[config.mk]
export PLATFORM = sky130hd
export DESIGN_NAME = param_stack
export DESIGN_NICKNAME = d
export VERILOG_FILES = /design/src/rtl/stack_pkg.sv /design/src/rtl/stack_mem.sv /design/src/rtl/param_stack.sv
export SDC_FILE = /design/constraint.sdc
export NUM_CORES = 1
export LEC_CHECK = 0
export ABC_CLOCK_PERIOD_IN_PS = 4400
export BUFFER_PORTS_ARGS = -buffer_cell sky130_fd_sc_hd__buf_2
export CAP_MARGIN = 10
export CORE_AREA = 2 2 145 254
export CTS_BUF_LIST = sky130_fd_sc_hd__clkbuf_2 sky130_fd_sc_hd__clkbuf_4 sky130_fd_sc_hd__clkbuf_8
export DETAILED_ROUTE_END_ITERATION = 8
export DIE_AREA = 0 0 147 256
export GPL_TIMING_DRIVEN = 0
export PLACE_DENSITY = 0.88
export RECOVER_POWER = 50
export SLEW_MARGIN = 30
export SYNTH_ARGS = -nofsm -noshare
export SYNTH_HDL_FRONTEND = slang
export SYNTH_HIERARCHICAL = 1
export SYNTH_SLANG_ARGS = --single-unit
export TNS_END_PERCENT = 100
[constraint.sdc]
create_clock -name clk -period 4.4 [get_ports clk]
set_input_delay 0.44 -clock clk [delete_from_list [all_inputs] [get_ports clk]]
set_output_delay 0.44 -clock clk [all_outputs]
set_load 0.1 [all_outputs]
[src/rtl/stack_pkg.sv]
// Shared stack definitions: op-decode enum and error codes.
// Imported by param_stack and by the control unit that reads its flags.
package stack_pkg;

    typedef enum logic [1:0] {
        OP_IDLE = 2'd0,
        OP_PUSH = 2'd1,
        OP_POP  = 2'd2,
        OP_REPL = 2'd3
    } op_e;

    localparam logic [1:0] ERR_NONE = 2'd0;
    localparam logic [1:0] ERR_OVF  = 2'd1;
    localparam logic [1:0] ERR_UNF  = 2'd2;

    function automatic op_e decode_op(input logic push, input logic pop);
        op_e op;
        unique case ({push, pop})
            2'b10:   op = OP_PUSH;
            2'b01:   op = OP_POP;
            2'b11:   op = OP_REPL;
            default: op = OP_IDLE;
        endcase
        return op;
    endfunction

endpackage

[src/rtl/stack_mem.sv]
// Storage below top-of-stack: WIDTH x (DEPTH-1) words, one sync write port,
// one async read port. Ports: clk, we_i/waddr_i/wdata_i, raddr_i -> rdata_o.
module stack_mem #(
    parameter int WIDTH = 32,
    parameter int DEPTH = 16,
    localparam int AW = (DEPTH - 1 > 1) ? $clog2(DEPTH - 1) : 1
) (
    input  logic             clk,
    input  logic             we_i,
    input  logic [AW-1:0]    waddr_i,
    input  logic [WIDTH-1:0] wdata_i,
    input  logic [AW-1:0]    raddr_i,
    output logic [WIDTH-1:0] rdata_o
);

    logic [WIDTH-1:0] mem_q [0:DEPTH-2];

    // Contents are never reset; entries above the live region are don't-care.
    always_ff @(posedge clk) begin
        if (we_i) begin
            mem_q[waddr_i] <= wdata_i;
        end
    end

    assign rdata_o = mem_q[raddr_i];

endmodule

[src/rtl/param_stack.sv]
// Parametrised LIFO with registered top-of-stack, count and sticky flags.
// Ports: clk, rst_n, dado/push/pop/clr_err in; saida/nivel/vazio/cheio/ovrflw/undrflw out.
module param_stack
    import stack_pkg::*;
#(
    parameter int WIDTH = 32,
    parameter int DEPTH = 16,
    localparam int CW = $clog2(DEPTH + 1)
) (
    input  logic             clk,
    input  logic             rst_n,
    input  logic [WIDTH-1:0] dado,
    input  logic             push,
    input  logic             pop,
    input  logic             clr_err,
    output logic [WIDTH-1:0] saida,
    output logic [CW-1:0]    nivel,
    output logic             vazio,
    output logic             cheio,
    output logic             ovrflw,
    output logic             undrflw
);

    localparam int AW = (DEPTH - 1 > 1) ? $clog2(DEPTH - 1) : 1;

    logic [WIDTH-1:0] tos_q, tos_d;
    logic [CW-1:0]    nivel_q, nivel_d;
    logic             ovf_q, ovf_d;
    logic             unf_q, unf_d;
    logic             ovf_set, unf_set;
    logic             we;
    logic [CW-1:0]    nm1, nm2;
    logic [AW-1:0]    waddr, raddr;
    logic [WIDTH-1:0] rdata;
    logic             empty, full;
    op_e              op;

    assign empty = (nivel_q == '0);
    assign full  = (nivel_q == CW'(DEPTH));
    assign op    = decode_op(push, pop);

    // Old top lands at mem[nivel-1]; entry under top is mem[nivel-2].
    // Addresses are forced to 0 when they would underflow.
    assign nm1   = nivel_q - CW'(1);
    assign nm2   = nivel_q - CW'(2);
    assign waddr = empty ? '0 : AW'(nm1);
    assign raddr = (nivel_q >= CW'(2)) ? AW'(nm2) : '0;

    stack_mem #(
        .WIDTH(WIDTH),
        .DEPTH(DEPTH)
    ) u_mem (
        .clk    (clk),
        .we_i   (we),
        .waddr_i(waddr),
        .wdata_i(tos_q),
        .raddr_i(raddr),
        .rdata_o(rdata)
    );

    always_comb begin
        tos_d   = tos_q;
        nivel_d = nivel_q;
        we      = 1'b0;
        ovf_set = 1'b0;
        unf_set = 1'b0;
        unique case (op)
            OP_PUSH: begin
                if (full) begin
                    ovf_set = 1'b1;
                end else begin
                    we      = !empty;
                    tos_d   = dado;
                    nivel_d = nivel_q + CW'(1);
                end
            end
            OP_POP: begin
                if (empty) begin
                    unf_set = 1'b1;
                end else begin
                    tos_d   = (nivel_q >= CW'(2)) ? rdata : '0;
                    nivel_d = nm1;
                end
            end
            OP_REPL: begin
                // Replace-top; on an empty stack it degrades to a push
                // but still reports the refused pop half.
                tos_d = dado;
                if (empty) begin
                    nivel_d = CW'(1);
                    unf_set = 1'b1;
                end
            end
            default: ;
        endcase
        // A set in the same cycle as clear wins.
        ovf_d = ovf_set | (ovf_q & ~clr_err);
        unf_d = unf_set | (unf_q & ~clr_err);
    end

    always_ff @(posedge clk or negedge rst_n) begin
        if (!rst_n) begin
            tos_q   <= '0;
            nivel_q <= '0;
            ovf_q   <= 1'b0;
            unf_q   <= 1'b0;
        end else begin
            tos_q   <= tos_d;
            nivel_q <= nivel_d;
            ovf_q   <= ovf_d;
            unf_q   <= unf_d;
        end
    end

    assign saida   = tos_q;
    assign nivel   = nivel_q;
    assign vazio   = empty;
    assign cheio   = full;
    assign ovrflw  = ovf_q;
    assign undrflw = unf_q;

endmodule

==> metrics.yaml, run 1 <==
place.gp.congestion: 0.861
final_common_cell: "edfxtp_1"
syn_area_per_cell_sq_um: 18.4
min_period_ns: 4.25
slowest_stage: "nor2_1"
grt_pass1_wl_um: 79600
layout-drive-gt1-share_pct: 28.0
use_met1_pct: 33.5
cts_setup_buffers: 0
period_share_pct: 96.6
dp_hpwl_um: 33800
yosysTopAreaCellShare_pct: 70.7
portBuffers: 77
cp_cell_sequence: "buf_2 -> inv_1 -> ha_1 -> and3_1 -> nor2_1 -> buf_2 -> inv_1 -> nor2_1 -> clkbuf_1 -> nand2_1 -> o211ai_1 -> nand2_1 -> a31oi_1"
rsz0062_at_grt: "no"
crit_path_start_kind: "flop"
cts_root_buffer: "clkbuf_8"
grt_overflow_total: 0
synthArstFlopShare_pct: 7.51
worst-path-buf-inv: 5
p_per_area_nw_per_um2: 787
ys_seq_area_share_pct: 75.5
hold_path_class: "input port to flop"
finalPower_mw: 18.6
synth-seq-cells: 519
synth-adder-area-share_pct: 0.675
end_kind: "flop"
finalWirelength_um: 54200
die_w_um: 147
grt_util_all_layers_pct: 29.1
io_pins: 78
ctsResizeCount: 0
synthMuxAreaShare_pct: 12.3
maxCapViolations: 1
synth_top_family_by_area: "multiplexers"
clockBufferDepth: 3
row_count: 92
cp_max_fo: 10
via_per_inst: 6.71
drt-pass1-iter-count: 8
ys_types: 50
dieArea_sq_um: 37600
cp.arrival_ns: 4.77
clk_latency_ns: 0.64
total_leakage_power_nw: 7.97
fmax_ghz: 0.235
layout_common_cells: "edfxtp_1 (480), nand2_1 (97), buf_2 (93)"
synthXorXnorAreaFrac_pct: 0.258
syn_area_sq_um: 20400
post-route-util_pct: 66.4
yosys.area_share.simple_pct: 4.50
ant_nets: 0
antenna_found_initial: 1
hold_violations: 0
clock-sinks: 519
cp_slowest_stage_delay_ns: 0.66
yosysWarningCount: 6
tightest_slew_ns: 3.08
die_h_um: 256
crit_family: "buffers and inverters"
slew_viol_final: 40
path_clk_slew_ns: 0.07
postCtsHoldBufs: 1
finClkSkew_ns: 0.0304
vdd_drop_max_uv: 825
cts_buffers: 70
crit_type: "flop to flop"
setup_viol: 0
synth_ff_type: "edfxtp_1"
use_met3_pct: 6.52
cts_tree: "done"
area_growth_pct: 16.2
failed_checks: "capacitance limit, slew limit"
grt_max_degree: 40
num_vias: 12200
grtUsageMet2_pct: 49.8
synth-compound-area-share_pct: 4.93
synth-edff-count: 480
fin_nets: 1335
syn-num-nets: 1153
top_usage_layer: "met2"
status: "complete, but fails checks"
wl_per_cell_um: 29.9
drcViolationCount: 0
ys_top_cells_by_area: "edfxtp_1 (71%), mux4_2 (10%), dfrtp_1 (4.8%), mux2i_1 (2.0%), nand2_1 (1.8%)"
cp.required_ns: 4.92
cts_max_level: 3
start_util_pct: 57.1
synth_top_area_cell: "edfxtp_1"
max_slew_margin_pct: -106
syn_inst: 1105
grt_pass1_vias: 12900
drtIter0Drc: 1673
core_sq_um: 35700
-- flip-flops by register name, summed over array words and instances, names as in the netlist --
name / flops
nivel: 5
saida: 32
u_mem/mem_q: 480
undrflw: 1
ovrflw: 1
-- kinds of logic after synthesis --
family	Yosys count
flops	519
simple gates	216
compound gates	149
mux	135
buf+inv	69
fa+ha+maj	11
xor+xnor	6
-- power breakdown --
part | internal (mW) | switching [mW]
combinational | 2.60 | 5.10
clock | 2.05 | 1.81
sequential | 6.43 | 0.634
total | 11.1 | 7.54
-- final cells by class --
class	instances	area [sq um]
flip-flops and latches	519	15400
fillers	2166	12000
multi-input cells	517	4750
clock buffers	94	1220
repair buffers	110	1080
well taps	470	588
plain buffers	60	339
clock inverters	35	278
inverters	9	33.8
diodes	1	2.50
-- metal layers --
layer  up-vias  wire (um)
li1       4784          -
met1      6078      17000
met2      1041      28000
met3       268       5620
met4         0       3570
met5         -          0
-- cell usage after synthesis, types with 9 or more instances --
library cell and number:
edfxtp_1 480, o211ai_1 26, nor2_1 84, buf_2 30, a21oi_1 27, nand2_1 97
a31oi_1 39, ha_1 11, mux2i_1 40, a22oi_1 29, mux4_2 92, clkbuf_1 14
dfrtp_1 39, buf_4 9
-- stage by stage --
step	setup slack (ns)	area (sq um)	hold WS, ns	TNS (ns)	instances
after global placement	-0.194	21500	0.493	-6.11	1652
after global routing	0.0703	23700	0.0883	0	1815
after detailed placement	0.534	22200	0.495	0	1684
after floorplan	-0.241	20500	0.144	-17.89	1105
after CTS	0.316	23700	0.0339	0	1814
final	0.148	23700	0.0682	0	1815
-- worst paths after layout --
| kind | from | depth (start not counted) | slack, ns | end |
|---|---|---|---|---|
| max reg2reg | nivel[2] | 13 | 0.15 | saida[25] |
| min reg2reg | undrflw | 1 | 0.53 | undrflw |
| max | nivel[2] | 13 | 0.15 | saida[25] |
| max in group asynchronous | rst_n | 2 | 1.08 | nivel[1] |
| min | dado[12] | 3 | 0.07 | saida[12] |
| min in group asynchronous | rst_n | 2 | 1.36 | nivel[4] |
-- tightest hold or removal path, delay by kind of cell --
kind            cells  cell delay, ns
compound gates      1            0.07
buf+inv             1            0.10
simple gates        1            0.06
Power figures use the tool's default switching activity.
==> inputs of run 2 (changes only) <==
--- a/config.mk
+++ b/config.mk
@@ -15,6 +15,7 @@
 export GPL_TIMING_DRIVEN = 0
 export PLACE_DENSITY = 0.88
 export RECOVER_POWER = 50
+export SETUP_SLACK_MARGIN = 0.3
 export SLEW_MARGIN = 30
 export SYNTH_ARGS = -nofsm -noshare
 export SYNTH_HDL_FRONTEND = slang
==> run 2 against run 1 <==
Compared with the run above:
- the flow still finishes with violations (capacitance limit, slew limit)
- non-clock buffer count unchanged
- critical endpoint is now saida[28]
- largest power group unchanged
- register-to-register slack improved by 0.28 ns
- critical path type unchanged
- first-iteration DRC count increased by 0.54%
- combinational power decreased by 0.8%
- routed wire length decreased by 3.3%
==> metrics.yaml, run 2 (same netlist as run 1, synthesis figures left out) <==
cp_max_fo: 10  # unchanged
final_common_cell: "edfxtp_1"
fin_area_sq_um: 23500  # -0.59%
crit_type: "flop to flop"
fin_tns_setup_ns: 0  # unchanged
cts_buffers: 69  # -1.4%
grt_max_degree: 40  # unchanged
antenna_found_initial: 2  # +1
status: "complete, but fails checks"
path_clk_slew_ns: 0.07  # about the same
grt_util_all_layers_pct: 28.2  # -0.90 points
setup_viol: 0  # unchanged
fmax_ghz: 0.252  # +7.0%
dieArea_sq_um: 37600  # unchanged
total_leakage_power_nw: 7.90  # -0.88%
seqCellArea_sq_um: 15400  # about the same
reg2reg_depth: 13  # unchanged
die_w_um: 147  # unchanged
start_util_pct: 57.1  # unchanged
grt_overflow_total: 0  # unchanged
core_sq_um: 35700  # unchanged
finalPower_mw: 18.3  # -1.6%
multi_input_area_sq_um: 4750  # +0.11%
period_share_pct: 90.4  # -6.3 points
clock-sinks: 519  # unchanged
clk_latency_ns: 0.65  # about the same
via_per_inst: 6.58  # -1.9%
finClkSkew_ns: 0.0322  # +0.00187 ns
wl_per_cell_um: 28.9  # -3.3%
ant_nets: 0  # unchanged
cts_max_level: 3  # unchanged
seqPwrFrac_pct: 38.5  # +0.6 points
tightest_slew_ns: 2.92  # -0.168 ns
cts_root_buffer: "clkbuf_8"
p_per_area_nw_per_um2: 779  # -1.0%
top_register: "u_mem/mem_q"
pwr-share-comb_pct: 41.7  # +0.3 points
grt_pass1_vias: 12600  # -2.4%
hold_end: "saida[26]"
place.gp.congestion: 0.845  # -1.8%
drcViolationCount: 0  # unchanged
layout_common_cells: "edfxtp_1 (480), nand2_1 (97), buf_2 (93)"
fin_ws_ns: 0.424  # +0.276 ns
r2r_end: "saida[28]"
clockBufferDepth: 3  # unchanged
failed_checks: "capacitance limit, slew limit"
min_period_ns: 3.98  # -0.276 ns
switching_share_pct: 40.6  # +0.14 points
drt-pass1-iter-count: 6  # -2
end_kind: "flop"
p_sw_mw: 7.45  # -1.3%
cp.required_ns: 4.95  # +0.03 ns
grt_pass1_wl_um: 77100  # -3.1%
placed_area_sq_um: 22200  # about the same
row_count: 92  # unchanged
portBuffers: 77  # unchanged
largest_reg_flops: 480  # unchanged
cp.arrival_ns: 4.52  # -0.25 ns
hp-start: "dado[26]"
layout-drive-gt1-share_pct: 27.7  # -0.28 points
hold_path_class: "input port to flop"
cts_tree: "done"
num_vias: 11900  # -2.0%
die_h_um: 256  # unchanged
fin_hold_ws_ns: 0.0891  # +0.0209 ns
dp_hpwl_um: 33700  # -0.43%
vdd_drop_max_uv: 710  # -14%
crit_path_start_kind: "flop"
area_growth_pct: 15.5
hold_violations: 0  # unchanged
cts_setup_buffers: 0  # unchanged
slew_viol_final: 40  # unchanged
drtIter0Drc: 1682  # +0.54%
p_clk_share_pct: 19.8  # -0.9 points
max_slew_margin_pct: -94.3  # +11 points
rsz0062_at_grt: "no"
maxCapViolations: 1  # unchanged
fin_nets: 1334  # -0.075%
hold_path_depth: 3  # unchanged
pre_cts_slack_ns: 0.478  # -0.0560 ns
intPower_mw: 10.9  # -1.9%
finalWirelength_um: 52400  # -3.3%
fillerInstances: 2196  # +1.4%
r2r_start: "nivel[0]"
r2r_setup_slack_ns: 0.42  # +0.28 ns
io_pins: 78  # unchanged
[run 2: cell count changes in the layout (fill, tap and decap cells not counted), moves of 3 or more]
cell / before / now
clkbuf_4: 12 / 16
clkinv_2: 12 / 9
clkinvlp_4: 7 / 4
clkinv_1: 12 / 21
clkbuf_8: 82 / 75
dfrtp_1: 38 / 34
[run 2: worst max-delay path by stage]
| stage | start | endpoint | slack (ns) | cells past startpoint |
|---|---|---|---|---|
| after floorplan | nivel[2] | u_mem/mem_q[0][0] | 0.32 | 5 |
| after global placement | nivel[0] | u_mem/mem_q[7][5] | 0.27 | 6 |
| after detailed placement | nivel[2] | saida[5] | 0.48 | 13 |
| after CTS | nivel[2] | saida[5] | 0.41 | 13 |
| after global routing | nivel[0] | saida[6] | 0.34 | 13 |
| final | nivel[0] | saida[28] | 0.42 | 13 |
[run 2: metrics by stage]
step	utilization (%)	instances
finish	66.0	1814
global route	66.0	1814
CTS	66.0	1813
detailed placement	62.1	1684
global placement	60.2	1652
floorplan	-	1105
[run 2: layout make-up]
| class | instances | area share (%) |
|---|---|---|
| clock inverters | 37 | 0.946 |
| well taps | 470 | 2.50 |
| plain buffers | 60 | 1.44 |
| multi-input cells | 517 | 20.2 |
| diodes | 1 | 0.0106 |
| repair buffers | 110 | 4.46 |
| inverters | 9 | 0.144 |
| clock buffers | 91 | 4.90 |
| flip-flops and latches | 519 | 65.4 |
[run 2: what timing repair did]
item | 4_1_cts | 5_1_grt
setup endpoints to repair | 0 | 1
hold endpoints to repair | 39 | 0
resized for setup | 0 | 1
hold buffers | 1 | 0
[run 2: critical path, cell delays in order (launching register included)]
cell and delay [ns]:
dfrtp_4 0.51, inv_1 0.20, ha_1 0.19, nand2b_1 0.09, and3_1 0.23, nor2_1 0.15
buf_2 0.33, nor2b_1 0.26, buf_1 0.58, clkbuf_1 0.60, a22oi_1 0.20, o211ai_1 0.18
nand2_1 0.15, a31oi_1 0.21
[run 2: power groups by stage]
stage | sequential, mW | combinational, mW | clock (mW)
2_1_floorplan | 7.92 | 4.30 | 0
3_3_place_gp | 7.07 | 7.01 | 0
3_5_place_dp | 7.15 | 7.41 | 0
4_1_cts | 7.05 | 7.54 | 3.65
5_1_grt | 7.14 | 7.91 | 3.86
6_report | 7.05 | 7.64 | 3.63
[run 2: metal layers]
metal  share of wire [%]  vias up  global-route usage [%]
li1                    -     4767                       -
met1                  31     5927                    32.0
met2                  52      966                    48.7
met3                 9.9      266                    5.88
met4                 6.8        2                    17.8
met5               0.025        -                       0
